[config.mk]
export PLATFORM = sky130hd
export DESIGN_NAME = mem_access_unit
export DESIGN_NICKNAME = d
export VERILOG_FILES = /design/src/rtl/mem_access_unit.sv
export SDC_FILE = /design/constraint.sdc
export NUM_CORES = 1
export LEC_CHECK = 0
export CORE_AREA = 2 2 85 148
export CTS_CLUSTER_DIAMETER = 60
export DETAILED_ROUTE_END_ITERATION = 10
export DIE_AREA = 0 0 87 150
export PLACE_DENSITY_LB_ADDON = 0.05
export SKIP_CTS_REPAIR_TIMING = 1
export SYNTH_ARGS = -nofsm -noshare
export SYNTH_HDL_FRONTEND = slang
export SYNTH_SLANG_ARGS = --single-unit
[constraint.sdc]
create_clock -name clk -period 2.3 [get_ports clk]
set_clock_uncertainty 0.1 [all_clocks]
set_input_delay 0.345 -clock clk [delete_from_list [all_inputs] [get_ports clk]]
set_output_delay 0.345 -clock clk [all_outputs]
set_load 0.01 [all_outputs]
[src/rtl/mem_access_unit.sv]
// -----------------------------------------------------------------------------
// mem_access_unit
//
// Load/store front end placed in front of a word-addressed data memory.
// Byte addresses are turned into word indices, loads are sliced and
// sign/zero-extended, and sub-word stores (SB/SH) are done as a two-cycle
// read-modify-write because the memory can only write whole words.
// Misaligned or out-of-range requests are flagged and never reach memory.
//
// Ports:
//   clk             system clock, all state changes on the rising edge
//   SYS_reset_n     asynchronous active-low reset
//   LSU_req         access request valid from the MEM stage
//   LSU_op          0 LW, 1 LH, 2 LHU, 3 LB, 4 LBU, 5 SW, 6 SH, 7 SB
//   LSU_addr        byte address
//   LSU_wdata       store data (sub-word stores use the low bits)
//   LSU_rdata       extended load result
//   LSU_stall       hold the MEM stage and its LSU_* inputs this cycle
//   LSU_fault       misaligned or out-of-range access this cycle
//   LSU_bad_addr    address of the most recent faulting access
//   DMEM_address    word index, zero-extended to 32 bits
//   DMEM_data_in    word to write
//   DMEM_mem_write  write strobe
//   DMEM_mem_read   read enable
//   DMEM_data_out   combinational read data from memory
// -----------------------------------------------------------------------------
module mem_access_unit #(
  parameter int MEM_WORDS = 256,
  parameter int IDX_W     = 8
) (
  input  logic        clk,
  input  logic        SYS_reset_n,
  input  logic        LSU_req,
  input  logic [2:0]  LSU_op,
  input  logic [31:0] LSU_addr,
  input  logic [31:0] LSU_wdata,
  output logic [31:0] LSU_rdata,
  output logic        LSU_stall,
  output logic        LSU_fault,
  output logic [31:0] LSU_bad_addr,
  output logic [31:0] DMEM_address,
  output logic [31:0] DMEM_data_in,
  output logic        DMEM_mem_write,
  output logic        DMEM_mem_read,
  input  logic [31:0] DMEM_data_out
);

  localparam logic [2:0] OP_LW  = 3'd0;
  localparam logic [2:0] OP_LH  = 3'd1;
  localparam logic [2:0] OP_LHU = 3'd2;
  localparam logic [2:0] OP_LB  = 3'd3;
  localparam logic [2:0] OP_LBU = 3'd4;
  localparam logic [2:0] OP_SW  = 3'd5;
  localparam logic [2:0] OP_SH  = 3'd6;
  localparam logic [2:0] OP_SB  = 3'd7;

  // First byte address past the end of memory. For a power-of-two memory
  // this adds nothing over the upper-bit test, but it keeps the range check
  // honest if MEM_WORDS is ever set to a non-power-of-two.
  localparam logic [31:0] BYTE_LIMIT = 32'(MEM_WORDS) * 32'd4;

  typedef enum logic {
    ST_IDLE,
    ST_RMW_WR
  } state_t;

  state_t            state_reg, state_next;
  logic [31:0]       merged_reg, merged_next;
  logic [IDX_W-1:0]  idx_reg, idx_next;
  logic [31:0]       bad_addr_reg;

  logic              active;
  logic              misaligned;
  logic              out_of_range;
  logic              fault;
  logic [IDX_W-1:0]  word_idx;
  logic [7:0]        rd_byte [4];
  logic [31:0]       merged_word;
  logic [7:0]        sel_byte;
  logic [15:0]       sel_half;

  assign word_idx = LSU_addr[IDX_W+1:2];

  // Outputs are gated by the reset pin so they drop to zero the moment reset
  // is asserted, even while a request is still held on the inputs.
  assign active = SYS_reset_n && LSU_req && (state_reg == ST_IDLE);

  always_comb begin
    misaligned = 1'b0;
    case (LSU_op)
      OP_LW, OP_SW:         misaligned = |LSU_addr[1:0];
      OP_LH, OP_LHU, OP_SH: misaligned = LSU_addr[0];
      default:              misaligned = 1'b0;
    endcase
  end

  assign out_of_range = (|LSU_addr[31:IDX_W+2]) || (LSU_addr >= BYTE_LIMIT);
  assign fault        = active && (misaligned || out_of_range);

  // Per-lane read slicing and store merge. Each lane takes the store byte
  // when SB addresses it, or the matching half of wdata[15:0] when SH covers
  // it; otherwise the lane keeps what memory returned.
  genvar gi;
  generate
    for (gi = 0; gi < 4; gi++) begin : g_lane
      logic byte_hit;
      logic half_hit;
      assign rd_byte[gi] = DMEM_data_out[8*gi +: 8];
      assign byte_hit    = (LSU_op == OP_SB) && (LSU_addr[1:0] == 2'(gi));
      assign half_hit    = (LSU_op == OP_SH) && (LSU_addr[1] == 1'(gi / 2));
      assign merged_word[8*gi +: 8] = byte_hit ? LSU_wdata[7:0] :
                                      half_hit ? LSU_wdata[8*(gi%2) +: 8] :
                                                 rd_byte[gi];
    end
  endgenerate

  assign sel_byte = rd_byte[LSU_addr[1:0]];
  assign sel_half = LSU_addr[1] ? DMEM_data_out[31:16] : DMEM_data_out[15:0];

  always_comb begin
    state_next     = state_reg;
    merged_next    = merged_reg;
    idx_next       = idx_reg;
    LSU_rdata      = 32'h0;
    LSU_stall      = 1'b0;
    DMEM_address   = 32'h0;
    DMEM_data_in   = 32'h0;
    DMEM_mem_write = 1'b0;
    DMEM_mem_read  = 1'b0;

    case (state_reg)
      ST_IDLE: begin
        if (active && !fault) begin
          DMEM_address = {{(32-IDX_W){1'b0}}, word_idx};
          case (LSU_op)
            OP_LW: begin
              DMEM_mem_read = 1'b1;
              LSU_rdata     = DMEM_data_out;
            end
            OP_LH: begin
              DMEM_mem_read = 1'b1;
              LSU_rdata     = {{16{sel_half[15]}}, sel_half};
            end
            OP_LHU: begin
              DMEM_mem_read = 1'b1;
              LSU_rdata     = {16'h0, sel_half};
            end
            OP_LB: begin
              DMEM_mem_read = 1'b1;
              LSU_rdata     = {{24{sel_byte[7]}}, sel_byte};
            end
            OP_LBU: begin
              DMEM_mem_read = 1'b1;
              LSU_rdata     = {24'h0, sel_byte};
            end
            OP_SW: begin
              DMEM_mem_write = 1'b1;
              DMEM_data_in   = LSU_wdata;
            end
            default: begin
              // SH/SB: read the word now, write the merged word next cycle.
              DMEM_mem_read = 1'b1;
              LSU_stall     = 1'b1;
              merged_next   = merged_word;
              idx_next      = word_idx;
              state_next    = ST_RMW_WR;
            end
          endcase
        end
      end

      ST_RMW_WR: begin
        // Inputs still hold the same store here and are deliberately ignored.
        if (SYS_reset_n) begin
          DMEM_mem_write = 1'b1;
          DMEM_data_in   = merged_reg;
          DMEM_address   = {{(32-IDX_W){1'b0}}, idx_reg};
        end
        state_next = ST_IDLE;
      end

      default: state_next = ST_IDLE;
    endcase
  end

  always_ff @(posedge clk or negedge SYS_reset_n) begin
    if (!SYS_reset_n) begin
      state_reg    <= ST_IDLE;
      merged_reg   <= 32'h0;
      idx_reg      <= '0;
      bad_addr_reg <= 32'h0;
    end else begin
      state_reg  <= state_next;
      merged_reg <= merged_next;
      idx_reg    <= idx_next;
      if (fault) begin
        bad_addr_reg <= LSU_addr;
      end
    end
  end

  assign LSU_fault    = fault;
  assign LSU_bad_addr = bad_addr_reg;

endmodule

# After elaboration in Yosys (flattened, before gate mapping)
# Index checks and enable logic that the tools add are counted.
# Widths: inputs -> output; s select.
[totals]
input_bits = 102
out_inout_bits = 132
word_cells = 75
reg_bits = 73
[classes]
bitwise = 4
reduce_logical = 21
magnitude_cmp = 2
muxes = 34
eq_ne = 10
[ops]
columns = ["operator", "n"]
rows = [
  ["$mux 32", 5],
  ["$pmux 32 s5", 1],
  ["$pmux 32 s2", 2],
  ["$mux 8", 12],
  ["$ge 32x11->1 const B", 1],
  ["$reduce_or 22->1", 1],
  ["$bmux 8 s2", 1],
  ["$mux 16", 1],
  ["$eq 3x3->1 const B", 4],
  ["$logic_and 1x1->1", 10],
  ["$mux 1", 9],
  ["$eq 3x2->1 const B", 2],
  ["$pmux 1 s2", 3],
  ["$reduce_or 6->1", 1],
  ["$eq 2x2->1 const B", 2],
  ["$reduce_or 2->1", 2],
  ["$eq 3x1->1 const B", 1],
  ["$ge 3x3->1 const B", 1],
  ["$logic_not 3->1", 1],
  ["$not 1->1", 3],
  ["$not 2->3", 1],
  ["$reduce_and 3->1", 1],
  ["$reduce_or 3->1", 1],
  ["$eq 2x1->1 const B", 1],
  ["other kinds (3)", 4],
]

# Depth between registers and ports, before layout
[logic_depth]
word_depth = 9
mapped_depth = 8
depth_no_buf = 5

# Least setup slack after synthesis
# No wires, ideal clock.
[synth_path]
path_type = "input port to output port"
startpoint = "input LSU_op[1]"
endpoint = "output LSU_rdata[29]"
required_ps = 1855
stages = 6
arrival_ps = 1683
setup_slack_ps = 172
path_cell_list = "buf_2 -> nor2_2 -> a221o_1 -> nand4_1 -> clkbuf_1 -> a31oi_1"
[synth_between]
elab_chain_len = 9
word_cells_on_any_way = 17
[synth_rtl]
columns = ["item", "line", "text"]
rows = [
  ["from (decl)", "34", "input logic [2:0] LSU_op,"],
  ["$eq 3x3->1 (tied with other cells)", "90", "case (LSU_op)"],
  ["$reduce_or 3->1 / $reduce_or 2->1 (equally long branches)", "90", ""],
  ["$pmux 1 s2", "90", ""],
  ["$logic_or 1x1->1", "98", "assign fault = active && (misaligned || out_of_range);"],
  ["$logic_and 1x1->1", "98", ""],
  ["$logic_not 1->1", "133", "if (active && !fault) begin"],
  ["$logic_and 1x1->1", "133", ""],
  ["$mux 32 *", "133", ""],
  ["$mux 32 *", "131", "case (state_reg)"],
  ["to (decl)", "37", "output logic [31:0] LSU_rdata,"],
]
# Mark *: on every way between the ends. The rest lies on a longest branch, timed or not.

# Worst setup path in the final report
[layout_path]
startpoint = "input LSU_addr[28]"
endpoint = "output DMEM_data_in[15]"
[layout_between]
elab_chain_len = 8
word_cells_on_any_way = 9
[layout_rtl]
columns = ["item", "line", "text"]
rows = [
  ["from (decl)", "35", "input logic [31:0] LSU_addr,"],
  ["$ge 32x11->1 / $reduce_or 22->1 (equally long branches)", "97", "assign out_of_range = (|LSU_addr[31:IDX_W+2]) || (LSU_addr >= BYTE_LIMIT);"],
  ["$logic_or 1x1->1 *", "97", ""],
  ["$logic_or 1x1->1 *", "98", ""],
  ["$logic_and 1x1->1 *", "98", ""],
  ["$logic_not 1->1 *", "133", ""],
  ["$logic_and 1x1->1 *", "133", ""],
  ["$mux 32 *", "133", ""],
  ["$pmux 32 s2 *", "131", ""],
  ["to (decl)", "42", "output logic [31:0] DMEM_data_in,"],
]
# Marks and branches as above.

==> flow_summary.ini <==
[run_status]
outcome = finished with violations
violations = negative setup slack

[die]
die_h_um = 150
initial_utilization = 0.4017
rows = 53
die_width_um = 87
die-area_um2 = 13050
core_um2 = 11870
io_pins = 234

[timing]
rsz0062_at_grt = true
holdWs_ns = 0.1442
setup_viol = 75
max-slew-margin-rel = 0.3615
clock.fmax_mhz = 358.1
final.setup.worst_slack_ns = -0.4925
period_needed_ns = 2.792
finalMaxSlewViolations = 0
worst_pin_slew_ns = 0.9577
hold_violations = 0
finalCritPeriodShare = 1.214

[global_route]
grt_max_degree = 74
grt_overflow_total = 0
antenna_found_initial = 0
grt_pass1_vias = 5195
grt_pass1_wl_um = 26600
track_usage = 0.2669

[routing]
via_per_inst = 5.616
drc = 0
ant_nets = 0
drt_iter0_drc = 323
post_drt_wl_per_cell_um = 20.74
finalWirelength_um = 19210
via_count = 5200
firstDrtPassIters = 5

[yosys]
syn_inst = 511
netlist_area_um2 = 4768
async_flop_share = 1.000
synthFlopType = dfrtp_1
yosys.cell_types.count = 48
synth_seq_cells = 73
yosysSeqAreaShare = 0.3831
synthMuxAreaShare = 0.1850
synthAdderAreaFrac = 0
yosysTopAreaCellShare = 0.3831
synth_top_family_by_area = compound AO/OA/AOI/OAI gates
synth_area_leaders = dfrtp_1, mux2_2, a22o_1
yosysWarningCount = 0
synth_compound_area_frac = 0.1984
yosysTopAreaCell = dfrtp_1
synth_edf_count = 0
synth-xor-area-share = 0.001837
synth_area_per_cell_um2 = 9.331
synth_simple_gate_area_share = 0.1435

[clock_network]
htree_num_levels = 3
cts_buffers = 9
cts_tree = built
cts-root-buf = clkbuf_16
cts_buffer_depth = 2
clkSinkCount = 73
clock_latency_ns = 0.34
clk_pin_slew_worst_paths_ns = 0.06

[critical_path]
reg2regPathDepth = 7
crit_type = input pin to output port
cp_max_fo = 8
crit_path_end_kind = output port
critPathTopFamily = simple AND/OR/NAND/NOR gates
critPathLaunchType = input pin
cp_slowest_cell = nor4_2
cp_cell_sequence = dlymetal6s2s_1 -> nor4_2 -> nand4_1 -> buf_4 -> or2_4 -> nor3_4 -> buf_6 -> clkbuf_16 -> a22o_1 -> buf_2
critPathBufInv = 5
critical_path_depth = 10
cp_data_required_time_ns = 1.86
slowest_delay_ns = 0.31
worstPathArrival_ns = 2.35

[place]
gp_congestion = 0.9463
placed_area_um2 = 7475
port_buffers = 209
dpl.hpwl_um = 13840

[power]
peakVddDrop_mv = 0.5348
p_leak_nw = 3.952
power.density_nw_per_um2 = 473.2

[final_layout]
final_common_cell = clkdlybuf4s50_1
area_growth_pct = 72.68
final_area_um2 = 8234
diodes = 0
fill_cells = 944
final_cell_mix = clkdlybuf4s50_1, buf_4, dfrtp_1
layout.nets = 887
drive_above_1_share = 0.3676

[hold_path]
min_path_type = input pin to flop
min_path_cells = 2

[run]
cap_violations = 0
final cells by class:
class / count / area [um2] / share of cell area
sequential: 73 / 1827 / 0.2219
clock inverter: 6 / 90.09 / 0.01094
inverter: 5 / 18.77 / 0.002279
multi-input combinational: 386 / 3012 / 0.3657
timing repair buffer: 310 / 2890 / 0.3510
tap: 137 / 171.4 / 0.02082
clock buffer: 9 / 225.2 / 0.02735
path summary, 6_finish.rpt:
| kind | start | to | slack [ns] |
|---|---|---|---|
| worst min register to register | merged_reg[29]$_DFFE_PN0P_ | merged_reg[29]$_DFFE_PN0P_ | 0.38 |
| worst max register to register | state_reg$_DFF_PN0_ | merged_reg[3]$_DFFE_PN0P_ | 0.13 |
| min in group asynchronous | SYS_reset_n | LSU_bad_addr[1]$_DFFE_PN0P_ | 0.24 |
| max in group asynchronous | SYS_reset_n | LSU_bad_addr[25]$_DFFE_PN0P_ | 1.23 |
| worst min-delay path | LSU_addr[12] | LSU_bad_addr[12]$_DFFE_PN0P_ | 0.14 |
| worst max-delay path | LSU_addr[28] | DMEM_data_in[15] | -0.49 |
Yosys cell counts (all sizes together) (2+ instances only):
cell and count:
a22oi 7, dfrtp 73, a31oi 23, nand4 4, a21boi 2, nor2 24
o21ai 36, a22o 39, nand4b 2, nor3 3, nand3 3, nor4 6
nand2 64, a221oi 2, buf 47, nand2b 2, clkbuf 23, or2 3
nand3b 17, mux2i 33, and3 2, and2 2, mux2 46, a21oi 28
inv 5
cells by family after synthesis:
group,count (synthesis)
flops,73
xor+xnor,1
compound gates,143
simple gates,138
other cells,1
mux,80
buf+inv,75
per-layer routing:
| layer | wire length, um | track usage | up-vias |
|---|---|---|---|
| met2 | 10320 | 0.4809 | 251 |
| met1 | 6339 | 0.2677 | 2505 |
| met3 | 1313 | 0.06398 | 72 |
| met5 | 0 | 0 | - |
| li1 | - | - | 2372 |
| met4 | 1238 | 0.1648 | 0 |
stage by stage:
step | cells | util | worst slack [ns] | setup TNS [ns] | total power [mW]
after global placement | 893 | 0.6297 | -1.030 | -98.74 | 2.314
after detailed placement | 893 | 0.6297 | -0.9983 | -96.00 | 2.326
after CTS | 908 | 0.6563 | -1.010 | -72.68 | 3.878
after floorplan | 534 | - | 0.1720 | 0 | 1.779
after global routing | 926 | 0.6937 | -0.5928 | -32.11 | 4.041
final | 926 | 0.6937 | -0.4925 | -24.64 | 3.897
power by group:
group          switching, mW  internal [mW]  total, mW
logic                  0.425          0.513      0.938
clock network          0.598          0.950       1.55
registers             0.0432           1.37       1.41
total                   1.07           2.83       3.90
No activity file was read; power rests on OpenSTA's default activity.
